<file path="src/rtl/systolic_pkg.sv">
// Shared constants, types and helpers for the systolic output deskew block.
package systolic_pkg;

   localparam int DEFAULT_WIDTH = 32;
   localparam int DEFAULT_LANES = 4;

   typedef logic [DEFAULT_LANES-1:0][DEFAULT_WIDTH-1:0] aligned_row_t;

   typedef enum logic {
      TILE_IDLE   = 1'b0,
      TILE_ACTIVE = 1'b1
   } tile_state_t;

   // Low bit of lane `lane` inside a flattened LANES*WIDTH bus.
   function automatic int lane_lsb(input int lane, input int width);
      return lane * width;
   endfunction

   function automatic int ptr_width(input int depth);
      return (depth > 1) ? $clog2(depth) : 1;
   endfunction

endpackage

</file>
<file path="src/rtl/deskew_fifo.sv">
// Synchronous FIFO holding aligned rows; push while full is accepted only
// when a pop frees the head slot on the same edge.
module deskew_fifo
   import systolic_pkg::*;
#(
   parameter int WIDTH = 128,
   parameter int DEPTH = 4
) (
   input  logic             clk,
   input  logic             reset,
   input  logic             push_i,
   input  logic [WIDTH-1:0] wdata_i,
   input  logic             pop_i,
   output logic [WIDTH-1:0] rdata_o,
   output logic             full_o,
   output logic             empty_o
);

   localparam int PW = ptr_width(DEPTH);
   localparam logic [PW:0] FULL_CNT = (PW+1)'(DEPTH);

   logic [WIDTH-1:0] mem_q [DEPTH];
   logic [PW-1:0]    wr_ptr_q;
   logic [PW-1:0]    rd_ptr_q;
   logic [PW:0]      count_q;
   logic             wr_en;
   logic             rd_en;

   assign full_o  = (count_q == FULL_CNT);
   assign empty_o = (count_q == '0);
   assign rd_en   = pop_i & ~empty_o;
   assign wr_en   = push_i & (~full_o | rd_en);
   assign rdata_o = mem_q[rd_ptr_q];

   always_ff @(posedge clk) begin
      if (wr_en) begin
         mem_q[wr_ptr_q] <= wdata_i;
      end
   end

   always_ff @(posedge clk) begin
      if (reset) begin
         wr_ptr_q <= '0;
         rd_ptr_q <= '0;
         count_q  <= '0;
      end else begin
         if (wr_en) begin
            wr_ptr_q <= wr_ptr_q + 1'b1;
         end
         if (rd_en) begin
            rd_ptr_q <= rd_ptr_q + 1'b1;
         end
         case ({wr_en, rd_en})
            2'b10:   count_q <= count_q + 1'b1;
            2'b01:   count_q <= count_q - 1'b1;
            default: count_q <= count_q;
         endcase
      end
   end

endmodule

</file>
<file path="src/rtl/systolic_deskew.sv">
// Realigns diagonally skewed array-edge lanes into rows, buffers them and counts
// rows per tile. Define SYSTOLIC_DESKEW_STATS_EN to add drop_count/row_total.
module systolic_deskew
   import systolic_pkg::*;
#(
   parameter int WIDTH      = DEFAULT_WIDTH,
   parameter int LANES      = DEFAULT_LANES,
   parameter int ROWS       = 4,
   parameter int FIFO_DEPTH = 4
) (
   input  logic                   clk,
   input  logic                   reset,
   input  logic [LANES*WIDTH-1:0] in_data,
   input  logic [LANES-1:0]       in_valid,
   output logic [LANES*WIDTH-1:0] out_data,
   output logic                   out_valid,
   input  logic                   out_ready,
   output logic                   done_pulse,
   output logic                   overflow_err,
   output logic                   misalign_err
`ifdef SYSTOLIC_DESKEW_STATS_EN
   ,
   output logic [15:0]            drop_count,
   output logic [31:0]            row_total
`endif
);

   localparam int CW = (ROWS > 1) ? $clog2(ROWS) : 1;
   localparam logic [CW-1:0] LAST_ROW = CW'(ROWS - 1);

   logic [LANES*WIDTH-1:0] al_data;
   logic [LANES-1:0]       al_valid;

   // Lane gi arrives gi cycles late, so it waits LANES-1-gi stages.
   for (genvar gi = 0; gi < LANES; gi++) begin : g_lane
      localparam int STAGES = LANES - 1 - gi;
      localparam int LSB    = lane_lsb(gi, WIDTH);
      if (STAGES == 0) begin : g_direct
         assign al_data[LSB +: WIDTH] = in_data[LSB +: WIDTH];
         assign al_valid[gi]          = in_valid[gi];
      end else begin : g_delay
         logic [WIDTH-1:0]  data_q [STAGES];
         logic [STAGES-1:0] valid_q;
         always_ff @(posedge clk) begin
            data_q[0] <= in_data[LSB +: WIDTH];
            for (int s = 1; s < STAGES; s++) begin
               data_q[s] <= data_q[s-1];
            end
            if (reset) begin
               valid_q <= '0;
            end else begin
               valid_q[0] <= in_valid[gi];
               for (int s = 1; s < STAGES; s++) begin
                  valid_q[s] <= valid_q[s-1];
               end
            end
         end
         assign al_data[LSB +: WIDTH] = data_q[STAGES-1];
         assign al_valid[gi]          = valid_q[STAGES-1];
      end
   end

   logic push_req;
   logic mis_drop;
   logic ovf_drop;
   logic pop;
   logic fifo_full;
   logic fifo_empty;

   assign push_req  = &al_valid;
   assign mis_drop  = (|al_valid) & ~push_req;
   assign out_valid = ~fifo_empty;
   assign pop       = out_valid & out_ready;
   assign ovf_drop  = push_req & fifo_full & ~pop;

   deskew_fifo #(
      .WIDTH (LANES*WIDTH),
      .DEPTH (FIFO_DEPTH)
   ) u_fifo (
      .clk     (clk),
      .reset   (reset),
      .push_i  (push_req),
      .wdata_i (al_data),
      .pop_i   (pop),
      .rdata_o (out_data),
      .full_o  (fifo_full),
      .empty_o (fifo_empty)
   );

   logic [CW-1:0] row_cnt_q;
   tile_state_t   tile_q;
   logic          done_q;
   logic          ovf_q;
   logic          mis_q;
   logic          last_row;

   assign last_row = ((tile_q == TILE_ACTIVE) || (ROWS == 1)) && (row_cnt_q == LAST_ROW);

   always_ff @(posedge clk) begin
      if (reset) begin
         row_cnt_q <= '0;
         tile_q    <= TILE_IDLE;
         done_q    <= 1'b0;
         ovf_q     <= 1'b0;
         mis_q     <= 1'b0;
      end else begin
         done_q <= 1'b0;
         if (pop) begin
            if (last_row) begin
               row_cnt_q <= '0;
               tile_q    <= TILE_IDLE;
               done_q    <= 1'b1;
            end else begin
               row_cnt_q <= row_cnt_q + 1'b1;
               tile_q    <= TILE_ACTIVE;
            end
         end
         if (ovf_drop) begin
            ovf_q <= 1'b1;
         end
         if (mis_drop) begin
            mis_q <= 1'b1;
         end
      end
   end

   assign done_pulse   = done_q;
   assign overflow_err = ovf_q;
   assign misalign_err = mis_q;

`ifdef SYSTOLIC_DESKEW_STATS_EN
   logic [15:0] drop_cnt_q;
   logic [31:0] row_total_q;

   // Overflow and misalign drops are mutually exclusive within a cycle.
   always_ff @(posedge clk) begin
      if (reset) begin
         drop_cnt_q  <= '0;
         row_total_q <= '0;
      end else begin
         if ((ovf_drop || mis_drop) && (drop_cnt_q != 16'hFFFF)) begin
            drop_cnt_q <= drop_cnt_q + 1'b1;
         end
         if (pop) begin
            row_total_q <= row_total_q + 1'b1;
         end
      end
   end

   assign drop_count = drop_cnt_q;
   assign row_total  = row_total_q;
`endif

endmodule

</file>
<file path="config.mk">
export PLATFORM = sky130hd
export DESIGN_NAME = systolic_deskew
export DESIGN_NICKNAME = d
export VERILOG_FILES = /design/src/rtl/systolic_pkg.sv /design/src/rtl/deskew_fifo.sv /design/src/rtl/systolic_deskew.sv
export SDC_FILE = /design/constraint.sdc
export NUM_CORES = 1
export LEC_CHECK = 0
export ABC_AREA = 1
export CAP_MARGIN = 20
export CELL_PAD_IN_SITES_DETAIL_PLACEMENT = 2
export CELL_PAD_IN_SITES_GLOBAL_PLACEMENT = 2
export CORE_MARGIN = 2
export CORE_UTILIZATION = 40
export CTS_CLUSTER_DIAMETER = 50
export DETAILED_ROUTE_END_ITERATION = 8
export PLACE_DENSITY_LB_ADDON = 0.1
export SLEW_MARGIN = 20
export SYNTH_ARGS = -nofsm -noshare
export SYNTH_HDL_FRONTEND = slang
export SYNTH_SLANG_ARGS = --single-unit
</file>
<file path="constraint.sdc">
create_clock -name clk -period 8.55 [get_ports clk]
set_input_delay 1.2825 -clock clk [delete_from_list [all_inputs] [get_ports clk]]
set_output_delay 1.2825 -clock clk [all_outputs]
set_load 0.05 [all_outputs]
</file>
-- Word level (Yosys, flattened, before mapping)
Memory sizes are Yosys's and may differ from the RTL's. A register that Yosys moved wholly into a read port is not among the register bits.
Cells that the tools add are included.
- $add $sub $neg: 5
- eq/ne operators: 4
- mux-type cells: 8
- bitwise gates (word level): 11
- reduce and logical (&&, ||, !) cells: 6
- operator list (operator ; count):
    2-bit by 1-bit adder with 2-bit output, second input constant ; 3
    1-bit AND ; 6
    2-bit two-way mux ; 3
    3-bit one-hot mux with 2 select lines ; 1
    2-bit equality test, second input constant ; 2
    1-bit two-way mux ; 4
    1-bit NOT ; 4
    4-bit AND reduction ; 1
    4-bit OR reduction ; 1
    3-bit by 1-bit adder with 3-bit output, second input constant ; 1
    3-bit equality test, second input constant ; 1
    3-bit logical NOT ; 1
    3-bit by 1-bit subtractor with 3-bit output, second input constant ; 1
    2-bit by 1-bit equality test with 1-bit output, second input constant ; 1
    2-bit nonzero test ; 1
    2-bit OR reduction ; 1
    1-bit logical AND ; 1
    1-bit bitwise OR ; 1
- register bits: 19
- memory bits (writable): 704
- input bits: 135
- output and inout bits: 132
- word-level logic and storage cells: 49
- memories: 4
- memories (memory ; words ; width ; read ports ; clocked after memory_dff ; write ports ; line ; source):
    u_fifo.mem_q ; 4 ; 128 ; 1 ; 1 ; 1 ; deskew_fifo.sv:22 ; logic [WIDTH-1:0] mem_q [DEPTH];
    g_lane[0].g_delay.data_q ; 3 ; 32 ; 3 ; 0 ; 3 ; systolic_deskew.sv:42 ; logic [WIDTH-1:0] data_q [STAGES];
    g_lane[1].g_delay.data_q ; 2 ; 32 ; 2 ; 0 ; 2 ; systolic_deskew.sv:42 ;
    g_lane[2].g_delay.data_q ; 1 ; 32 ; 1 ; 0 ; 1 ; systolic_deskew.sv:42 ;

-- Longest topological paths before layout
- depth in word-level cells: 8
- mapped depth: 13
- mapped depth without buffers: 13

-- Modules after synthesis
From an unflattened synthesis, not the netlist that was laid out.
- cell total of the unflattened synthesis: 1554
- area, all modules: 24143.2 sq um
- by module, submodules not included (module ; times used ; cells each ; area an instance (sq um) ; sequential area each (sq um)):
    deskew_fifo ; 1 ; 1305 ; 19846.5 ; 15554.9
    systolic_deskew ; 1 ; 249 ; 4296.6 ; 4083.9

-- Least setup slack after synthesis
OpenSTA, ideal clock, no wires.
- path kind: input -> register
- start: input in_valid[3]
- end: memory u_fifo.mem_q[0][0], enable pin
- setup time: 617 ps
- data arrival time: 7080 ps
- data required time: 7933 ps
- path slack: 853 ps
- cell stages on the path: 4
- buffers on the path: 0
- path through: nand2_1 nor2_1 nand2_1 nor2_1
- longest elaborated chain between the ends: 4
- RTL lines (what ; line ; source):
    start: declaration ; systolic_deskew.sv:14 ; input logic [LANES-1:0] in_valid,
    4-bit AND reduction ; systolic_deskew.sv:70 ; assign push_req = &al_valid;
    1-bit AND ; deskew_fifo.sv:32 ; assign wr_en = push_i & (~full_o | rd_en);
    1-bit two-way mux ; deskew_fifo.sv:36 ; if (wr_en) begin
    1-bit two-way mux (implied by the code) ; deskew_fifo.sv:37 ; mem_q[wr_ptr_q] <= wdata_i;
    end: declaration ; deskew_fifo.sv:22 ;
No other way between the ends.

==> qor.yml <==
ant_nets: 0
ys_seq_area_share_pct: 81.6
rows: 89
cts_buffers: 80
area_growth_pct: 24.6
multiInputGateArea_um2: 3780
critPathLaunchType: "flop"
vias_per_cell: 5.10
first_pass_iters: 4
maxCapViolations: 0
worst_r2r_path_depth: 6
cts.sinks: 725
antenna_found_initial: 8
synth_nets: 1697
grt_max_degree: 119
fp.dieArea_um2: 62200
cts_max_path_buffers: 3
worstReg2RegStart: "g_lane[0].g_delay.valid_q[2]$_SDFF_PP0_"
regArea_um2: 19600
grt.overflow.total: 0
vias: 13700
drcViolationCount: 0
cp-end-kind: "output pin"
cts_tree: "built"
fin_crit_ns: 5.50
reg2reg_to: "u_fifo.mem_q[0][79]$_DFFE_PP_"
fmaxAchievable_mhz: 182
cpMaxStageDelayCell: "clkdlybuf4s50_1"
track_usage_pct: 19.4
worstSetupPathType: "reg -> out"
wl_mm: 60.6
h-tree-depth: 3
yosysUniqueCellTypes: 25
max_slew_margin_pct: 30.8
cp_max_fo: 118
num-fill-cells: 5409
place_congestion: 0.693
post_drt_wl_per_cell_um: 22.6
core_area_um2: 59200
period_share_pct: 64.3
power_leakage_nw: 10.2
portBuffers: 266
post_cts_resized: 0
setup_viol: 0
postSynthAreaPerCell_um2: 15.5
vdd_drop_max_mv: 0.205
slowest_delay_ns: 0.88
worstMarginPinSlew_ns: 1.04
power_mw: 8.27
drt_iter0_drc: 580
yosys_warnings: 0
worstPathCellList: "inv_8, buf_4, o21ai_1, o22ai_1, clkdlybuf4s50_1"
dieWidth_um: 249
post_cts_buffers: 0
hp-class: "reg -> reg"
syn_area_um2: 24100
synth-seq-cells: 725
nets: 1977
dp_hpwl_mm: 34.4
outcome: "completed"
holdPathEnd: "g_lane[1].g_delay.data_q[0][42]$_DFF_P_"
min_from: "g_lane[1].g_delay.data_q[0][10]$_DFF_P_"
slew_violations: 0
start_util_pct: 40.6
grt_pass1_vias: 15400
dieHeight_um: 249
required_ns: 7.27
powerDensity_nw_per_um2: 276
ctsRootBufferMaster: "clkbuf_16"
finalClockSkew_ns: 0.0147
finalSetupTns_ns: 0
clk_pin_slew_worst_paths_ns: 0.06
hold_buffers: 0
hold_depth: 0
ios: 267
r2r_setup_slack_ns: 5.36
cp.arrival_ns: 4.22
netlist_instances: 1555
clkLatencyLatePin_ns: 0.60
rsz0062_at_grt: "false"
grt_pass1_wl_mm: 91.7
drive_above_1_share_pct: 11.5
finalHoldViolations: 0
-- Yosys cell counts --
cell | number | share of area [%]
buf_6 | 17 | 0.80
o21ai_0 | 147 | 3.1
o21ai_1 | 112 | 2.3
edfxtp_1 | 512 | 64
o22ai_2 | 40 | 2.1
inv_2 | 3 | 0.047
nand3b_1 | 1 | 0.031
nor2_2 | 30 | 0.78
buf_4 | 9 | 0.28
buf_1 | 3 | 0.047
clkbuf_1 | 35 | 0.55
fa_1 | 1 | 0.083
inv_4 | 1 | 0.026
nand2_1 | 23 | 0.36
inv_1 | 25 | 0.39
nor2_1 | 251 | 3.9
buf_12 | 4 | 0.33
nand3_1 | 8 | 0.17
a21oi_1 | 8 | 0.17
buf_8 | 1 | 0.062
nor3_1 | 1 | 0.021
ha_1 | 6 | 0.31
dfxtp_1 | 213 | 18
buf_2 | 16 | 0.33
o22ai_1 | 88 | 2.3
-- stage by stage --
stage / setup WS, ns / util (%) / hold slack (ns) / instance area (um2) / instances
finish: 3.05 / 50.6 / 0.326 / 30000 / 2679
floorplan: 0.853 / - / 0.310 / 24100 / 1555
global placement: 3.70 / 46.1 / 0.310 / 27300 / 2526
global route: 2.82 / 50.6 / 0.330 / 30000 / 2675
CTS: 3.00 / 50.6 / 0.327 / 30000 / 2674
detailed placement: 3.68 / 46.1 / 0.313 / 27300 / 2526
-- worst max-delay path: cells and delay by family, from the launching register on --
family	cells	cell delay, ns
buffers and inverters	3	2.27
DFF	1	0.63
AOI/OAI and AO/OA	2	0.48
-- how the worst max path moves through the flow --
stage / depth (start not counted) / from / end / slack [ns]
floorplan: 4 / in_valid[3] / u_fifo.mem_q[0][0]$_DFFE_PP_ / 0.85
global placement: 5 / flop / out_data[56] / 3.70
detailed placement: 5 / flop / out_data[118] / 3.68
CTS: 5 / flop / out_data[118] / 3.00
global route: 5 / flop / out_data[118] / 2.82
finish: 5 / flop / out_data[12] / 3.05
-- metal layers --
| layer | track usage [%] | wire (um) |
|---|---|---|
| met5 | 0 | 57 |
| met4 | 5.78 | 1260 |
| met3 | 4.54 | 3220 |
| met2 | 34.2 | 30800 |
| met1 | 23.6 | 25300 |
-- area by class of cell --
cell class | instances | share of cell area, %
clock inverter | 28 | 0.818
sequential | 725 | 65.5
timing repair buffer | 283 | 9.31
tap | 773 | 3.22
inverter | 29 | 0.396
clock buffer | 120 | 8.11
antenna | 5 | 0.0417
multi-input combinational | 716 | 12.6
-- kinds of logic (layout without fill, tap and decap cells) --
kind of cell | Yosys count | after routing | share of synthesized area, %
other | 0 | 5 | 0
adders and majority gates | 7 | 7 | 0.395
and+or+nand+nor | 314 | 314 | 5.27
buffers and inverters | 114 | 460 | 2.86
DFF | 725 | 725 | 81.6
AOI/OAI and AO/OA | 395 | 395 | 9.91
-- power breakdown --
part	leakage [nW]	internal (mW)	switching, mW
clock	1.31	2.07	1.36
combinational	2.55	0.308	0.667
sequential	6.39	3.81	0.0609
-- state kept, by name (all words and copies together) (netlist names), named ones only --
name	flops
u_fifo.rd_ptr_q	2
overflow_err	1
row_cnt_q	2
u_fifo.mem_q	512
tile_q	1
g_lane.g_delay.valid_q	6
u_fifo.wr_ptr_q	2
misalign_err	1
done_pulse	1
u_fifo.count_q	3
g_lane.g_delay.data_q	192
-- placed cells by master, fill, tap and decap left out, types with 6 or more instances in the layout --
cell / netlist / final
nor2_1: 251 / 247
clkdlybuf4s50_1: 0 / 266
o21ai_0: 147 / 147
o22ai_2: 40 / 40
a21oi_1: 8 / 8
edfxtp_1: 512 / 512
ha_1: 6 / 6
clkinv_2: 0 / 8
clkinv_1: 0 / 6
clkbuf_16: 0 / 88
nor2_2: 30 / 30
o22ai_1: 88 / 88
nand2_1: 23 / 23
buf_4: 9 / 16
nand3_1: 8 / 8
dfxtp_1: 213 / 211
o21ai_1: 112 / 112
inv_1: 25 / 25
clkbuf_8: 0 / 11
clkbuf_1: 35 / 21
No activity file was read; power rests on OpenSTA's default activity.
